[src/rtl/uart_pkg.sv]
// Shared types and constants for the buffered UART.
// UART_PARITY_EN adds the PARITY state to both FSM enums.
package uart_pkg;

    localparam int MIN_CLK_PER_BIT = 2;

    localparam logic [1:0] PAR_NONE = 2'b00;
    localparam logic [1:0] PAR_EVEN = 2'b01;
    localparam logic [1:0] PAR_ODD  = 2'b10;

`ifdef UART_PARITY_EN
    typedef enum logic [2:0] {TX_IDLE, TX_START, TX_DATA, TX_PARITY, TX_STOP} tx_state_t;
    typedef enum logic [2:0] {RX_IDLE, RX_START, RX_DATA, RX_PARITY, RX_STOP} rx_state_t;
`else
    typedef enum logic [2:0] {TX_IDLE, TX_START, TX_DATA, TX_STOP} tx_state_t;
    typedef enum logic [2:0] {RX_IDLE, RX_START, RX_DATA, RX_STOP} rx_state_t;
`endif

    // Mode 11 is deliberately folded into "none".
    function automatic logic parity_on(input logic [1:0] mode);
        return (mode == PAR_EVEN) || (mode == PAR_ODD);
    endfunction

    function automatic logic parity_bit(input logic [1:0] mode, input logic data_xor);
        return data_xor ^ (mode == PAR_ODD);
    endfunction

endpackage

[src/rtl/uart_sync_fifo.sv]
// First-word fall-through synchronous FIFO with registered occupancy.
// DEPTH must be a power of two so the pointers wrap naturally.
module uart_sync_fifo #(
    parameter int WIDTH = 8,
    parameter int DEPTH = 16,
    localparam int AW = $clog2(DEPTH),
    localparam int LW = AW + 1
) (
    input  logic             clk,
    input  logic             reset,
    input  logic             push,
    input  logic [WIDTH-1:0] wdata,
    input  logic             pop,
    output logic [WIDTH-1:0] rdata,
    output logic             full,
    output logic             empty,
    output logic [LW-1:0]    level
);

    logic [WIDTH-1:0] mem [DEPTH];
    logic [AW-1:0]    wr_ptr;
    logic [AW-1:0]    rd_ptr;
    logic             do_push;
    logic             do_pop;

    // A pop frees the slot a same-cycle push needs when full; an empty FIFO cannot pop.
    assign do_pop  = pop && !empty;
    assign do_push = push && (!full || do_pop);

    assign empty = (level == '0);
    assign full  = (level == LW'(DEPTH));
    assign rdata = empty ? '0 : mem[rd_ptr];

    always_ff @(posedge clk) begin
        if (!reset) begin
            wr_ptr <= '0;
            rd_ptr <= '0;
            level  <= '0;
        end else begin
            if (do_push) wr_ptr <= wr_ptr + AW'(1);
            if (do_pop)  rd_ptr <= rd_ptr + AW'(1);
            level <= level + LW'(do_push) - LW'(do_pop);
        end
    end

    always_ff @(posedge clk) begin
        if (do_push) mem[wr_ptr] <= wdata;
    end

endmodule

[src/rtl/uart_fifo_ctrl.sv]
// Buffered UART: TX/RX FIFOs, serial FSMs, rx synchronizer and sticky errors.
// Define UART_PARITY_EN to enable runtime-selected parity; otherwise frames are always no-parity.
module uart_fifo_ctrl
    import uart_pkg::*;
#(
    parameter int DATA_BITS  = 8,
    parameter int FIFO_DEPTH = 16,
    parameter int DIV_W      = 16,
    localparam int LVL_W     = $clog2(FIFO_DEPTH) + 1
) (
    input  logic                 clk,
    input  logic                 reset,
    input  logic [DIV_W-1:0]     clk_per_bit,
    input  logic [1:0]           parity_mode,
    input  logic                 rx,
    output logic                 tx,
    input  logic                 tx_wr,
    input  logic [DATA_BITS-1:0] tx_wdata,
    output logic                 tx_full,
    output logic [LVL_W-1:0]     tx_level,
    output logic                 tx_busy,
    input  logic                 rx_rd,
    output logic [DATA_BITS-1:0] rx_rdata,
    output logic                 rx_ready,
    output logic [LVL_W-1:0]     rx_level,
    output logic                 err_frame,
    output logic                 err_parity,
    output logic                 err_overrun,
    input  logic                 err_clr
);

    localparam int BW = $clog2(DATA_BITS);

    function automatic logic [DIV_W-1:0] clamp_cpb(input logic [DIV_W-1:0] v);
        return (v < DIV_W'(MIN_CLK_PER_BIT)) ? DIV_W'(MIN_CLK_PER_BIT) : v;
    endfunction

    tx_state_t            tx_state;
    logic [DIV_W-1:0]     tx_cnt;
    logic [DIV_W-1:0]     tx_cpb;
    logic [DATA_BITS-1:0] tx_shift;
    logic [BW-1:0]        tx_idx;
    logic                 tx_bit_end;
    logic                 tx_pop;
    logic                 tx_empty;
    logic [DATA_BITS-1:0] tx_head;

    rx_state_t            rx_state;
    logic                 rx_s1;
    logic                 rx_s2;
    logic                 rx_prev;
    logic [DIV_W-1:0]     rx_cnt;
    logic [DIV_W-1:0]     rx_cpb;
    logic [DATA_BITS-1:0] rx_shift;
    logic [BW-1:0]        rx_idx;
    logic                 rx_sample;
    logic                 rx_half;
    logic                 rx_push;
    logic                 rx_full;
    logic                 rx_empty;
    logic                 par_fail;
    logic                 stop_sample;

`ifdef UART_PARITY_EN
    logic tx_par_en;
    logic tx_par_val;
    logic rx_par_en;
    logic [1:0] rx_par_mode;
    logic rx_par_bad;
    assign par_fail = rx_par_bad;
`else
    logic unused_parity;
    assign unused_parity = ^parity_mode;
    assign par_fail      = 1'b0;
    assign err_parity    = 1'b0;
`endif

    uart_sync_fifo #(.WIDTH(DATA_BITS), .DEPTH(FIFO_DEPTH)) u_tx_fifo (
        .clk   (clk),
        .reset (reset),
        .push  (tx_wr),
        .wdata (tx_wdata),
        .pop   (tx_pop),
        .rdata (tx_head),
        .full  (tx_full),
        .empty (tx_empty),
        .level (tx_level)
    );

    uart_sync_fifo #(.WIDTH(DATA_BITS), .DEPTH(FIFO_DEPTH)) u_rx_fifo (
        .clk   (clk),
        .reset (reset),
        .push  (rx_push),
        .wdata (rx_shift),
        .pop   (rx_rd),
        .rdata (rx_rdata),
        .full  (rx_full),
        .empty (rx_empty),
        .level (rx_level)
    );

    assign rx_ready = !rx_empty;
    assign tx_busy  = !tx_empty || (tx_state != TX_IDLE);

    // Popping at the end of the stop bit chains frames with no idle gap.
    assign tx_bit_end = (tx_cnt == tx_cpb - DIV_W'(1));
    assign tx_pop     = !tx_empty &&
                        ((tx_state == TX_IDLE) || ((tx_state == TX_STOP) && tx_bit_end));

    always_ff @(posedge clk) begin
        if (!reset) begin
            tx_state <= TX_IDLE;
            tx       <= 1'b1;
            tx_cnt   <= '0;
            tx_idx   <= '0;
        end else if (tx_pop) begin
            tx_state <= TX_START;
            tx       <= 1'b0;
            tx_cnt   <= '0;
            tx_shift <= tx_head;
            tx_cpb   <= clamp_cpb(clk_per_bit);
`ifdef UART_PARITY_EN
            tx_par_en  <= parity_on(parity_mode);
            tx_par_val <= parity_bit(parity_mode, ^tx_head);
`endif
        end else begin
            tx_cnt <= tx_bit_end ? '0 : tx_cnt + DIV_W'(1);
            case (tx_state)
                TX_IDLE: begin
                    tx     <= 1'b1;
                    tx_cnt <= '0;
                end
                TX_START: begin
                    if (tx_bit_end) begin
                        tx_state <= TX_DATA;
                        tx       <= tx_shift[0];
                        tx_shift <= tx_shift >> 1;
                        tx_idx   <= '0;
                    end
                end
                TX_DATA: begin
                    if (tx_bit_end) begin
                        if (tx_idx == BW'(DATA_BITS - 1)) begin
`ifdef UART_PARITY_EN
                            tx_state <= tx_par_en ? TX_PARITY : TX_STOP;
                            tx       <= tx_par_en ? tx_par_val : 1'b1;
`else
                            tx_state <= TX_STOP;
                            tx       <= 1'b1;
`endif
                        end else begin
                            tx       <= tx_shift[0];
                            tx_shift <= tx_shift >> 1;
                            tx_idx   <= tx_idx + BW'(1);
                        end
                    end
                end
`ifdef UART_PARITY_EN
                TX_PARITY: begin
                    if (tx_bit_end) begin
                        tx_state <= TX_STOP;
                        tx       <= 1'b1;
                    end
                end
`endif
                TX_STOP: begin
                    if (tx_bit_end) tx_state <= TX_IDLE;
                end
                default: tx_state <= TX_IDLE;
            endcase
        end
    end

    // rx_cnt counts cycles since the synchronized falling edge, so the start
    // check lands at half a bit and each later sample one full bit on.
    assign rx_sample   = (rx_cnt >= rx_cpb);
    assign rx_half     = (rx_cnt >= (rx_cpb >> 1));
    assign stop_sample = (rx_state == RX_STOP) && rx_sample;
    assign rx_push     = stop_sample && rx_s2 && !par_fail;

    always_ff @(posedge clk) begin
        if (!reset) begin
            rx_s1    <= 1'b1;
            rx_s2    <= 1'b1;
            rx_prev  <= 1'b1;
            rx_state <= RX_IDLE;
            rx_cnt   <= '0;
            rx_idx   <= '0;
        end else begin
            rx_s1   <= rx;
            rx_s2   <= rx_s1;
            rx_prev <= rx_s2;
            rx_cnt  <= rx_cnt + DIV_W'(1);
            case (rx_state)
                RX_IDLE: begin
                    if (rx_prev && !rx_s2) begin
                        rx_state <= RX_START;
                        rx_cnt   <= DIV_W'(2);
                        rx_cpb   <= clamp_cpb(clk_per_bit);
`ifdef UART_PARITY_EN
                        rx_par_en   <= parity_on(parity_mode);
                        rx_par_mode <= parity_mode;
`endif
                    end
                end
                RX_START: begin
                    if (rx_half) begin
                        rx_state <= rx_s2 ? RX_IDLE : RX_DATA;
                        rx_cnt   <= DIV_W'(1);
                        rx_idx   <= '0;
`ifdef UART_PARITY_EN
                        rx_par_bad <= 1'b0;
`endif
                    end
                end
                RX_DATA: begin
                    if (rx_sample) begin
                        rx_shift <= {rx_s2, rx_shift[DATA_BITS-1:1]};
                        rx_cnt   <= DIV_W'(1);
                        if (rx_idx == BW'(DATA_BITS - 1)) begin
`ifdef UART_PARITY_EN
                            rx_state <= rx_par_en ? RX_PARITY : RX_STOP;
`else
                            rx_state <= RX_STOP;
`endif
                        end else begin
                            rx_idx <= rx_idx + BW'(1);
                        end
                    end
                end
`ifdef UART_PARITY_EN
                RX_PARITY: begin
                    if (rx_sample) begin
                        rx_par_bad <= rx_s2 ^ parity_bit(rx_par_mode, ^rx_shift);
                        rx_state   <= RX_STOP;
                        rx_cnt     <= DIV_W'(1);
                    end
                end
`endif
                RX_STOP: begin
                    if (rx_sample) rx_state <= RX_IDLE;
                end
                default: rx_state <= RX_IDLE;
            endcase
        end
    end

    // Sticky flags: a fresh error in the same cycle as err_clr keeps the flag set.
    always_ff @(posedge clk) begin
        if (!reset) begin
            err_frame   <= 1'b0;
            err_overrun <= 1'b0;
`ifdef UART_PARITY_EN
            err_parity  <= 1'b0;
`endif
        end else begin
            err_frame   <= (stop_sample && !rx_s2) || (err_frame && !err_clr);
            err_overrun <= (rx_push && rx_full && !rx_rd) || (err_overrun && !err_clr);
`ifdef UART_PARITY_EN
            err_parity  <= (stop_sample && par_fail) || (err_parity && !err_clr);
`endif
        end
    end

endmodule
[config.mk]
export PLATFORM = sky130hd
export DESIGN_NAME = uart_fifo_ctrl
export DESIGN_NICKNAME = d
export VERILOG_FILES = /design/src/rtl/uart_pkg.sv /design/src/rtl/uart_sync_fifo.sv /design/src/rtl/uart_fifo_ctrl.sv
export SDC_FILE = /design/constraint.sdc
export NUM_CORES = 1
export LEC_CHECK = 0
export BUFFER_PORTS_ARGS = -buffer_cell sky130_fd_sc_hd__buf_2
export CAP_MARGIN = 20
export CORE_ASPECT_RATIO = 1.2
export CORE_MARGIN = 2
export CORE_UTILIZATION = 40
export CTS_CLUSTER_DIAMETER = 150
export DETAILED_ROUTE_END_ITERATION = 10
export GPL_TIMING_DRIVEN = 1
export REMOVE_ABC_BUFFERS = 1
export SKIP_CTS_REPAIR_TIMING = 1
export SKIP_LAST_GASP = 1
export SYNTH_ARGS = -nofsm -noshare
export SYNTH_HDL_FRONTEND = slang
export SYNTH_SLANG_ARGS = --single-unit
[constraint.sdc]
create_clock -name clk -period 3.8 [get_ports clk]
set_input_delay 0.19 -clock clk [delete_from_list [all_inputs] [get_ports clk]]
set_output_delay 0.19 -clock clk [all_outputs]
set_load 0.01 [all_outputs]
# ---- Word level (Yosys, flattened, before mapping)
# Memory sizes are Yosys's and may differ from the RTL's. A register that Yosys moved wholly into a read port is not among the register bits.
# Cells that the tools add are included.
dict set report classes {
  n_addsub 13
  n_lt_le_gt_ge 3
  n_eq_ne 28
  muxes 45
  bitwise_logic 3
  n_reduce_logical 48
}
# cell count
set ops {}
lappend ops {{two-way mux 16 bit} 4}
lappend ops {{two-way mux 8 bit} 6}
lappend ops {{one-hot mux 16 bit (3 select lines)} 1}
lappend ops {{two-way mux 3 bit} 14}
lappend ops {{adder 16 x 1 -> 16 bit, second input constant} 2}
lappend ops {{AND reduction 5 bit} 5}
lappend ops {{one-hot mux 3 bit (4 select lines)} 2}
lappend ops {{!= test 2 bit, second input constant} 11}
lappend ops {{adder 4 x 1 -> 4 bit, second input constant} 4}
lappend ops {{equality test 16 bit} 1}
lappend ops {{>= comparator 16 x 15 -> 1 bit} 1}
lappend ops {{>= comparator 16 bit} 1}
lappend ops {{less-than comparator 16 x 2 -> 1 bit, second input constant} 1}
lappend ops {{two-way mux 4 bit} 4}
lappend ops {{one-hot mux 8 bit (2 select lines)} 1}
lappend ops {{subtractor 16 x 1 -> 16 bit, second input constant} 1}
lappend ops {{!= test 3 x 2 -> 1 bit, second input constant} 5}
lappend ops {{logical AND 1 bit} 14}
lappend ops {{equality test 3 x 2 -> 1 bit, second input constant} 4}
lappend ops {{one-hot mux 3 bit (2 select lines)} 2}
lappend ops {{adder 5 x 1 -> 5 bit} 2}
lappend ops {{equality test 5 bit, second input constant} 2}
lappend ops {{zero test 5 bit} 2}
lappend ops {{subtractor 5 x 1 -> 5 bit} 2}
lappend ops {{other kinds (19)} 48}
dict set report word_totals {
  regBits 124
  ram_bits 256
  in_bits 32
  output_inout_bits 25
  wordCells 165
  memories 2
}
# name depth width rd rd_ports_with_merged_regs wr line
set mem_list {}
lappend mem_list {u_rx_fifo.mem 16 8 1 1 1 uart_sync_fifo.sv:20} ;# logic [WIDTH-1:0] mem [DEPTH];
lappend mem_list {u_tx_fifo.mem 16 8 1 1 1 uart_sync_fifo.sv:20}

# ---- Longest topological paths before layout
# Gate-level depths: netlist of run 1.
dict set report depth {
  ltp_word 10
  mapped_depth 21
  ltp_nobuf 18
}

# ---- Cells and area by module
# From an unflattened synthesis of run 1, not the netlist that was laid out.
dict set report unflattened {
  hier_cells 1138
  hier_area_um2 17123.9
}
# module instances cells_each area_each_um2 seq_area_each_um2
set modules_own_cells {}
lappend modules_own_cells {{uart_sync_fifo (u_tx_fifo)} 1 313 5890.6 4184.0}
lappend modules_own_cells {{uart_sync_fifo (u_rx_fifo)} 1 311 5884.4 4184.0}
lappend modules_own_cells {uart_fifo_ctrl 1 514 5348.9 2402.3}

# ---- Worst setup path before layout of run 1
# OpenSTA, ideal clock, no wires.
dict set report synth_path {
  path_kind {flip-flop to flip-flop}
  startpoint {register tx_cpb[6]}
  endpoint {register u_tx_fifo.level[4]}
  setup_time_ps 132
  t_arrival_ps 3847
  t_required_ps 3668
  slack_ps -179
  stages_incl_launch_ff 19
  n_path_buf 2
  synth_period_minus_slack_ps 3979
  cell_sequence {edfxtp_1 -> or4_4 -> or4_1 -> o2bb2ai_1 -> o22ai_1 -> a2111oi_4 -> a22o_1 -> buf_6 -> buf_12 -> ha_1 -> inv_1 -> ha_1 -> inv_1 -> fa_1 -> inv_1 -> a21oi_1 -> nor2_1 -> or3_1 -> a21oi_1}
}
dict set report synth_between {
  elab_chain_len 10
}
# item line
set synth_rtl {}
lappend synth_rtl {{start: declaration} uart_fifo_ctrl.sv:40} ;# logic [DIV_W-1:0] tx_cpb;
lappend synth_rtl {{start signal: assignment} uart_fifo_ctrl.sv:121} ;# tx_cpb <= clamp_cpb(clk_per_bit);
lappend synth_rtl {{subtractor 16 x 1 -> 16 bit (*)} uart_fifo_ctrl.sv:106} ;# assign tx_bit_end = (tx_cnt == tx_cpb - DIV_W'(1));
lappend synth_rtl {{equality test 16 bit (*)} uart_fifo_ctrl.sv:106}
lappend synth_rtl {{logical AND 1 bit (*)} uart_fifo_ctrl.sv:108} ;# ((tx_state == TX_IDLE) || ((tx_state == TX_STOP) && tx_bit_end));
lappend synth_rtl {{logical OR 1 bit (*)} uart_fifo_ctrl.sv:108}
lappend synth_rtl {{logical AND 1 bit (*)} uart_fifo_ctrl.sv:107} ;# assign tx_pop = !tx_empty &&
lappend synth_rtl {{logical AND 1 bit (*)} uart_sync_fifo.sv:27} ;# assign do_pop = pop && !empty;
lappend synth_rtl {{via u_tx_fifo.do_pop} uart_sync_fifo.sv:24} ;# logic do_pop;
lappend synth_rtl {{logical OR 1 bit} uart_sync_fifo.sv:28} ;# assign do_push = push && (!full || do_pop);
lappend synth_rtl {{logical AND 1 bit} uart_sync_fifo.sv:28}
lappend synth_rtl {{adder 5 x 1 -> 5 bit} uart_sync_fifo.sv:42} ;# level <= level + LW'(do_push) - LW'(do_pop);
lappend synth_rtl {{subtractor 5 x 1 -> 5 bit (*)} uart_sync_fifo.sv:42}
lappend synth_rtl {{end signal: assignment} uart_sync_fifo.sv:42}
lappend synth_rtl {{end: declaration} uart_sync_fifo.sv:17} ;# output logic [LW-1:0] level
# The timed path passes the listed nets; every way through them passes the cells marked *.
# A chain may end at the register's enable or synchronous reset.

# ---- Worst setup path in the final report of run 1
dict set report layout_path {
  startpoint {register tx_cpb[11]}
  endpoint {register u_tx_fifo.level[4]}
}
dict set report layout_between {
  elab_chain_len 10
}
# item line
set layout_rtl {}
lappend layout_rtl {{subtractor 16 x 1 -> 16 bit} uart_fifo_ctrl.sv:106}
lappend layout_rtl {{equality test 16 bit} uart_fifo_ctrl.sv:106}
lappend layout_rtl {{logical AND 1 bit} uart_fifo_ctrl.sv:108}
lappend layout_rtl {{logical OR 1 bit} uart_fifo_ctrl.sv:108}
lappend layout_rtl {{logical AND 1 bit} uart_fifo_ctrl.sv:107}
lappend layout_rtl {{logical AND 1 bit} uart_sync_fifo.sv:27}
lappend layout_rtl {{logical OR 1 bit} uart_sync_fifo.sv:28}
lappend layout_rtl {{logical AND 1 bit} uart_sync_fifo.sv:28}
lappend layout_rtl {{via u_tx_fifo.do_push} uart_sync_fifo.sv:23} ;# logic do_push;
lappend layout_rtl {{adder 5 x 1 -> 5 bit} uart_sync_fifo.sv:42}
lappend layout_rtl {{subtractor 5 x 1 -> 5 bit} uart_sync_fifo.sv:42}
# The timed path passes the listed nets, and every way through them passes these cells.

==> results of run 1 <==
==> worst max path at each step <==
stage,from,to,slack (ns)
detailed placement,tx_cpb[6],u_tx_fifo.level[4],-0.11
finish,tx_cpb[11],u_tx_fifo.level[4],0.08
floorplan,tx_cpb[6],u_tx_fifo.level[4],-0.41
global placement,tx_cpb[6],u_tx_fifo.level[4],-0.08
CTS,tx_cpb[6],u_tx_fifo.level[4],-0.15
global route,tx_cpb[9],u_tx_fifo.level[4],-0.11
==> final cells by class <==
class                      instances  area, µm²
fill                            3623      22000
tap                              546        683
clock buffer                      52       1100
timing repair buffer             123        906
inverter                          53        199
multi-input combinational        587       5700
sequential                       386      10800
clock inverter                    23        274
==> layer usage <==
metal,routed length [µm],GRT usage,up-vias
met2,17300,0.269,146
met3,1550,0.0310,68
met4,930,0.0510,0
li1,-,-,4373
met1,13100,0.181,4508
met5,0,0,-
==> power breakdown <==
group | internal [mW] | total (mW) | switching (mW) | leakage [nW]
sequential | 4.81 | 5.03 | 0.221 | 3.42
clock | 2.45 | 4.05 | 1.60 | 0.659
combinational | 1.25 | 2.47 | 1.22 | 2.78
==> synthesized netlist by cell type, types with 3 or more instances <==
master	count	area share
edfxtp_1	304	0.54
dfxtp_1	82	0.098
mux4_2	80	0.11
ha_1	64	0.048
nor2_1	64	0.014
inv_1	51	0.011
clkbuf_1	44	0.0098
nand2_1	39	0.0087
xnor2_1	30	0.016
xor2_1	27	0.014
a21oi_1	24	0.0071
nand3_1	24	0.0071
nor3_1	22	0.0065
nand4_1	18	0.0067
a21o_1	16	0.0071
and4b_1	13	0.0077
nand2b_1	12	0.0045
o21ai_0	12	0.0036
mux2i_1	11	0.0065
nor2b_1	11	0.0041
buf_1	9	0.0020
mux2_2	9	0.0060
and3_1	8	0.0030
or3_1	8	0.0030
nor4b_1	7	0.0036
and4_1	6	0.0031
o31ai_1	6	0.0027
nor4_1	5	0.0019
a22o_1	4	0.0021
nor4bb_1	4	0.0024
o21a_1	4	0.0018
a31oi_1	3	0.0011
and2_1	3	0.0011
o211ai_1	3	0.0013
o22ai_1	3	0.0011
or4_4	3	0.0020
==> metrics by stage <==
step | TNS (ns) | util | std cells | hold slack, ns | setup WS, ns
6_report | 0 | 0.471 | 1770 | 0.0378 | 0.0807
2_1_floorplan | -3.44 | - | 1026 | 0.263 | -0.412
4_1_cts | -0.202 | 0.465 | 1752 | -0.196 | -0.153
3_5_place_dp | -0.115 | 0.432 | 1677 | 0.380 | -0.114
3_3_place_gp | -0.0843 | 0.432 | 1677 | 0.384 | -0.0843
5_1_grt | -0.109 | 0.471 | 1770 | 0.0227 | -0.109
==> worst register-to-register path: cells and delay by family, from the launching register on <==
family	cells	cell delay (ns)
and+or+nand+nor	5	1.18
AOI/OAI and AO/OA	6	1.03
buffers and inverters	6	0.66
DFF	1	0.40
adders and majority gates	2	0.36
==> sequential cells by signal, indices dropped and copies added (netlist names), 2 cells and up, named ones only <==
signal	flops
u_tx_fifo.rd_ptr	4
rx_cnt	16
u_rx_fifo.level	5
tx_idx	3
tx_state	2
rx_cpb	16
u_tx_fifo.mem	128
u_tx_fifo.wr_ptr	4
u_rx_fifo.mem	128
u_rx_fifo.rd_ptr	4
rx_shift	8
u_tx_fifo.level	5
rx_idx	3
rx_state	2
tx_cpb	16
tx_shift	8
tx_cnt	16
u_rx_fifo.wr_ptr	4
==> cells by family (layout without fill, tap and decap cells) <==
logic type | count (synthesis) | in the layout | synth area share
adders and majority gates | 66 | 66 | 0.0500
other | 1 | 1 | 0.000223
DFF | 386 | 386 | 0.640
and+or+nand+nor | 268 | 268 | 0.0921
AOI/OAI and AO/OA | 95 | 95 | 0.0394
xor gates and xnor gates | 57 | 57 | 0.0297
muxes | 100 | 100 | 0.120
buffers and inverters | 115 | 251 | 0.0290
==> layout by cell type (no fill, tap or decap), types with 9 or more instances in the layout <==
cell type,netlist,routed
a21oi_1,24,24
nor2_1,64,63
clkbuf_16,0,41
dlygate4sd3_1,0,16
buf_4,2,48
nand3_1,24,24
o21ai_0,12,12
mux2i_1,11,11
clkinv_1,2,9
edfxtp_1,304,304
dfxtp_1,82,80
nand2b_1,12,12
nor3_1,22,22
mux2_2,9,9
xor2_1,27,27
xnor2_1,30,30
inv_1,51,51
buf_2,2,53
nor2b_1,11,11
ha_1,64,62
mux4_2,80,80
a21o_1,16,16
and4b_1,13,13
nand2_1,39,39
nand4_1,18,18
==> impl_metrics.py, run 1 <==
metrics = {
    "critical_path": {
        "crit_path_frequent_cell": "buf_4",
        "worstSetupStartpointType": "flop",
        "worstSetupPathDepth": 19,
        "critPathBufInv": 6,
        "cp-end-kind": "flop",
        "reg2reg_depth": 19,
        "timing.rr.start": "tx_cpb[11]",
        "slowest_stage": "or4_4",
        "crit_family": "simple AND/OR/NAND/NOR gates",
        "path_cells": "or4_4, buf_4, a2111oi_4, nor4b_2, a31oi_2, a2111oi_4, buf_4, buf_4, a21oi_4, nand2b_4, inv_2, ha_2, inv_1, fa_2, inv_1, a21oi_1, nor2_1, or3_1, a21oi_1",
        "r2r_slack_ns": 0.08,
        "path_class": "reg2reg",
        "worst_ep_arrival_time_ns": 4.19,
        "r2r_end": "u_tx_fifo.level[4]",
        "crit_fanout": 8,
        "slowest_delay_ns": 0.56,
        "required_ns": 4.27,
    },
    "clock_tree": {
        "root_buffer": "clkbuf_16",
        "cts_tree": "yes",
        "clock-sinks": 386,
        "cts_max_level": 2,
        "cts_buffers": 41,
        "cts_buffer_depth": 3,
        "path_clk_slew_ns": 0.06,
        "clk_latency_ns": 0.54,
    },
    "placement": {
        "placed_cell_area_mm2": 0.0180,
        "gp_congestion": 0.794,
        "place_hpwl_um": 22700,
        "io_buffers": 53,
    },
    "routing": {
        "dr.pass1.iters": 4,
        "vias": 9095,
        "drtIter0Drc": 417,
        "drc": 0,
        "routed_wirelength_um": 32900,
        "via_per_inst": 5.14,
        "postRouteAntennaNets": 0,
        "wire_per_inst_um": 18.6,
    },
    "yosys": {
        "ys.flop_type": "edfxtp_1",
        "ys_ff_latch": 386,
        "syn_area_per_cell_um2": 15.5,
        "yosys_warnings": 0,
        "synth_edf_count": 304,
        "synth_cell_types": 78,
        "synth_area_mm2": 0.0168,
        "synth_cells": 1088,
        "synth_seq_area_share": 0.640,
        "synthArstFlopShare": 0,
    },
    "timing": {
        "clock_skew_ns": 0.0131,
        "slew_headroom": 0.455,
        "rsz0062_at_grt": "true",
        "hold_violations": 0,
        "final-setup-viol-count": 0,
        "clock.fmax_ghz": 0.269,
        "worstMarginPinSlew_ns": 0.814,
        "period_share": 0.979,
        "fin_crit_ns": 3.72,
        "final_max_slew_viol_count": 0,
    },
    "layout": {
        "drive_gt1_frac": 0.243,
        "nNetsFinal": 1290,
        "design_area_mm2": 0.0196,
        "diodes": 0,
        "area_growth_pct": 16.6,
    },
    "run": {
        "cap_violations": 0,
    },
    "global_routing": {
        "grt_max_degree": 35,
        "antenna_found_initial": 0,
        "grt_use_total": 0.151,
        "grt_pass1_wl_um": 51400,
        "first_global_vias": 9263,
        "grt_overflow": 0,
    },
    "floorplanning": {
        "core-area_mm2": 0.0417,
        "rows": 82,
        "die_h_um": 229,
        "initial_core_util": 0.404,
        "io_pins": 57,
        "die_x_um": 191,
        "dieArea_mm2": 0.0437,
    },
    "hold_path": {
        "min_to": "u_tx_fifo.mem[5][1]",
        "min-delay-start": "tx_wdata[1]",
        "worstHoldPathCells": 1,
        "holdCritPathClass": "in2reg",
    },
    "run_status": {
        "status": "completed",
    },
    "power_and_ir_drop": {
        "p_leak_nw": 6.85,
        "p_per_area_mw_per_mm2": 589,
        "ir_drop_mv": 0.545,
        "fin_total_pwr_mw": 11.6,
    },
}
(Power assumes the default switching activity.)
==> inputs of run 2 (changes only) <==
--- a/config.mk
+++ b/config.mk
@@ -7,12 +7,15 @@
 export LEC_CHECK = 0
 export BUFFER_PORTS_ARGS = -buffer_cell sky130_fd_sc_hd__buf_2
 export CAP_MARGIN = 20
+export CELL_PAD_IN_SITES_DETAIL_PLACEMENT = 2
+export CELL_PAD_IN_SITES_GLOBAL_PLACEMENT = 2
 export CORE_ASPECT_RATIO = 1.2
 export CORE_MARGIN = 2
 export CORE_UTILIZATION = 40
 export CTS_CLUSTER_DIAMETER = 150
 export DETAILED_ROUTE_END_ITERATION = 10
 export GPL_TIMING_DRIVEN = 1
+export PLACE_DENSITY_LB_ADDON = 0.1
 export REMOVE_ABC_BUFFERS = 1
 export SKIP_CTS_REPAIR_TIMING = 1
 export SKIP_LAST_GASP = 1
==> run 2 against run 1 <==
- via count grew 3.8%
- clock power shrank 1%
- sequential share of layout area is essentially flat
- utilization is essentially flat
- largest power group unchanged
- die area is the same
- clock-buffer cell count grew 1
==> impl_metrics.py, run 2 (synthesis gave the netlist of run 1 again) <==
metrics = {
    "placement": {
        "place_inst": 1674,
        "io_buffers": 53,
        "place_hpwl_um": 27900,
        "placed_cell_area_mm2": 0.0179,
        "gp_congestion": 0.743,
    },
    "run": {
        "cap_violations": 0,
    },
    "clock_tree": {
        "cts_buffers": 42,
        "clock-sinks": 386,
        "cts_buffer_depth": 3,
        "cts_max_level": 2,
        "path_clk_slew_ns": 0.06,
        "clk_latency_ns": 0.56,
        "root_buffer": "clkbuf_16",
        "cts_tree": "yes",
    },
    "power_and_ir_drop": {
        "ir_drop_mv": 0.401,
        "switching_power_mw": 3.26,
        "pwr-share-seq": 0.436,
        "p_leak_nw": 6.88,
        "p_clk_frac": 0.343,
        "swShare": 0.280,
        "combPwrFrac": 0.221,
        "p_per_area_mw_per_mm2": 594,
        "p_int_mw": 8.41,
    },
    "layout": {
        "n_fill_cell": 3944,
        "design_area_mm2": 0.0196,
        "area_growth_pct": 16.7,
        "final_common_cell": "edfxtp_1",
        "drive_gt1_frac": 0.250,
        "diodes": 0,
        "nNetsFinal": 1296,
        "multi_input_area_mm2": 0.00574,
        "final_cell_mix": "edfxtp_1, mux4_2, dfxtp_1, nor2_1, ha_1",
        "register_area_mm2": 0.0108,
        "reg.largest.list": "u_rx_fifo.mem: 128 flops, u_tx_fifo.mem: 128 flops",
        "finalNonFillerCells": 1775,
    },
    "timing": {
        "rsz0062_at_grt": "true",
        "fin_crit_ns": 3.72,
        "slew_headroom": 0.565,
        "clock.fmax_ghz": 0.269,
        "clock_skew_ns": 0.0185,
        "final_max_slew_viol_count": 0,
        "worstMarginPinSlew_ns": 0.636,
        "period_share": 0.978,
        "fin_setup_tns_ns": 0,
        "final-setup-viol-count": 0,
        "holdWs_ns": 0.0160,
        "hold_violations": 0,
    },
    "routing": {
        "via_per_inst": 5.32,
        "drtIter0Drc": 367,
        "postRouteAntennaNets": 0,
        "vias": 9437,
        "routed_wirelength_um": 40700,
        "dr.pass1.iters": 4,
        "wire_per_inst_um": 22.9,
        "drc": 0,
    },
    "global_routing": {
        "grt_pass1_wl_um": 63200,
        "grt_max_degree": 34,
        "grt_overflow": 0,
        "grt_use_total": 0.190,
        "antenna_found_initial": 0,
        "first_global_vias": 10472,
    },
    "critical_path": {
        "crit_fanout": 3,
        "path_class": "reg2reg",
        "required_ns": 4.23,
        "worst_ep_arrival_time_ns": 4.15,
        "reg2reg_depth": 16,
        "r2r_slack_ns": 0.08,
        "timing.rr.start": "tx_cpb[9]",
        "cp-end-kind": "flop",
        "r2r_end": "u_tx_fifo.level[4]",
        "worstSetupStartpointType": "flop",
    },
    "hold_path": {
        "holdCritPathClass": "in2reg",
        "worstHoldPathCells": 1,
        "min-delay-start": "tx_wdata[7]",
        "min_to": "u_tx_fifo.mem[11][7]",
    },
    "floorplanning": {
        "core-area_mm2": 0.0417,
        "initial_core_util": 0.404,
        "dieArea_mm2": 0.0437,
        "die_h_um": 229,
        "io_pins": 57,
        "rows": 82,
        "die_x_um": 191,
    },
    "run_status": {
        "status": "completed",
    },
}
## run 2: critical path, cell delays in order, from the launching register on
cell	delay, ns
edfxtp_1	0.43
or4_4	0.59
nor4_4	0.26
xor2_1	0.27
a31oi_2	0.16
a2111oi_4	0.41
a22o_1	0.23
ha_1	0.23
inv_1	0.06
ha_2	0.17
inv_1	0.05
fa_2	0.34
inv_1	0.09
a21oi_2	0.06
nor2_2	0.11
or3_1	0.11
a21oi_1	0.05
## run 2: area by class of cell
cell class	instances	area share
Sequential cell	386	0.549
Multi-Input combinational cell	587	0.292
Clock buffer	53	0.0566
Timing Repair Buffer	128	0.0458
Tap cell	546	0.0348
Clock inverter	22	0.0117
Inverter	53	0.0101
## run 2: worst max-delay path by stage
stage,startpoint,to,depth (start not counted)
final,tx_cpb[9],u_tx_fifo.level[4],16
after CTS,tx_cpb[8],u_tx_fifo.level[4],17
after floorplan,tx_cpb[6],u_tx_fifo.level[4],16
after global routing,tx_cpb[7],u_tx_fifo.level[4],17
after global placement,tx_cpb[8],u_tx_fifo.level[4],17
after detailed placement,tx_cpb[8],u_tx_fifo.level[4],17
## run 2: power by group through the flow
stage                     sequential (mW)  clock, mW  combinational [mW]
after global placement               5.18          0                2.45
after detailed placement             5.18          0                2.53
after floorplan                      5.23          0                1.58
final                                5.09       4.00                2.58
after global routing                 5.14       4.25                2.88
after CTS                            5.10       4.10                2.55
## run 2: through the flow
stage	worst slack [ns]	util	total power, mW
floorplan	-0.412	-	6.81
global placement	0.00286	0.430	7.63
detailed placement	-0.0484	0.430	7.72
CTS	-0.152	0.463	11.8
global route	-0.152	0.471	12.3
finish	0.0830	0.471	11.7
## run 2: per-layer routing
layer / vias to the layer above / track usage / routed length (µm)
li1: 4395 / - / -
met1: 4878 / 0.243 / 17500
met5: - / 0 / 0
met4: 0 / 0.0478 / 821
met3: 57 / 0.0235 / 947
met2: 107 / 0.339 / 21400
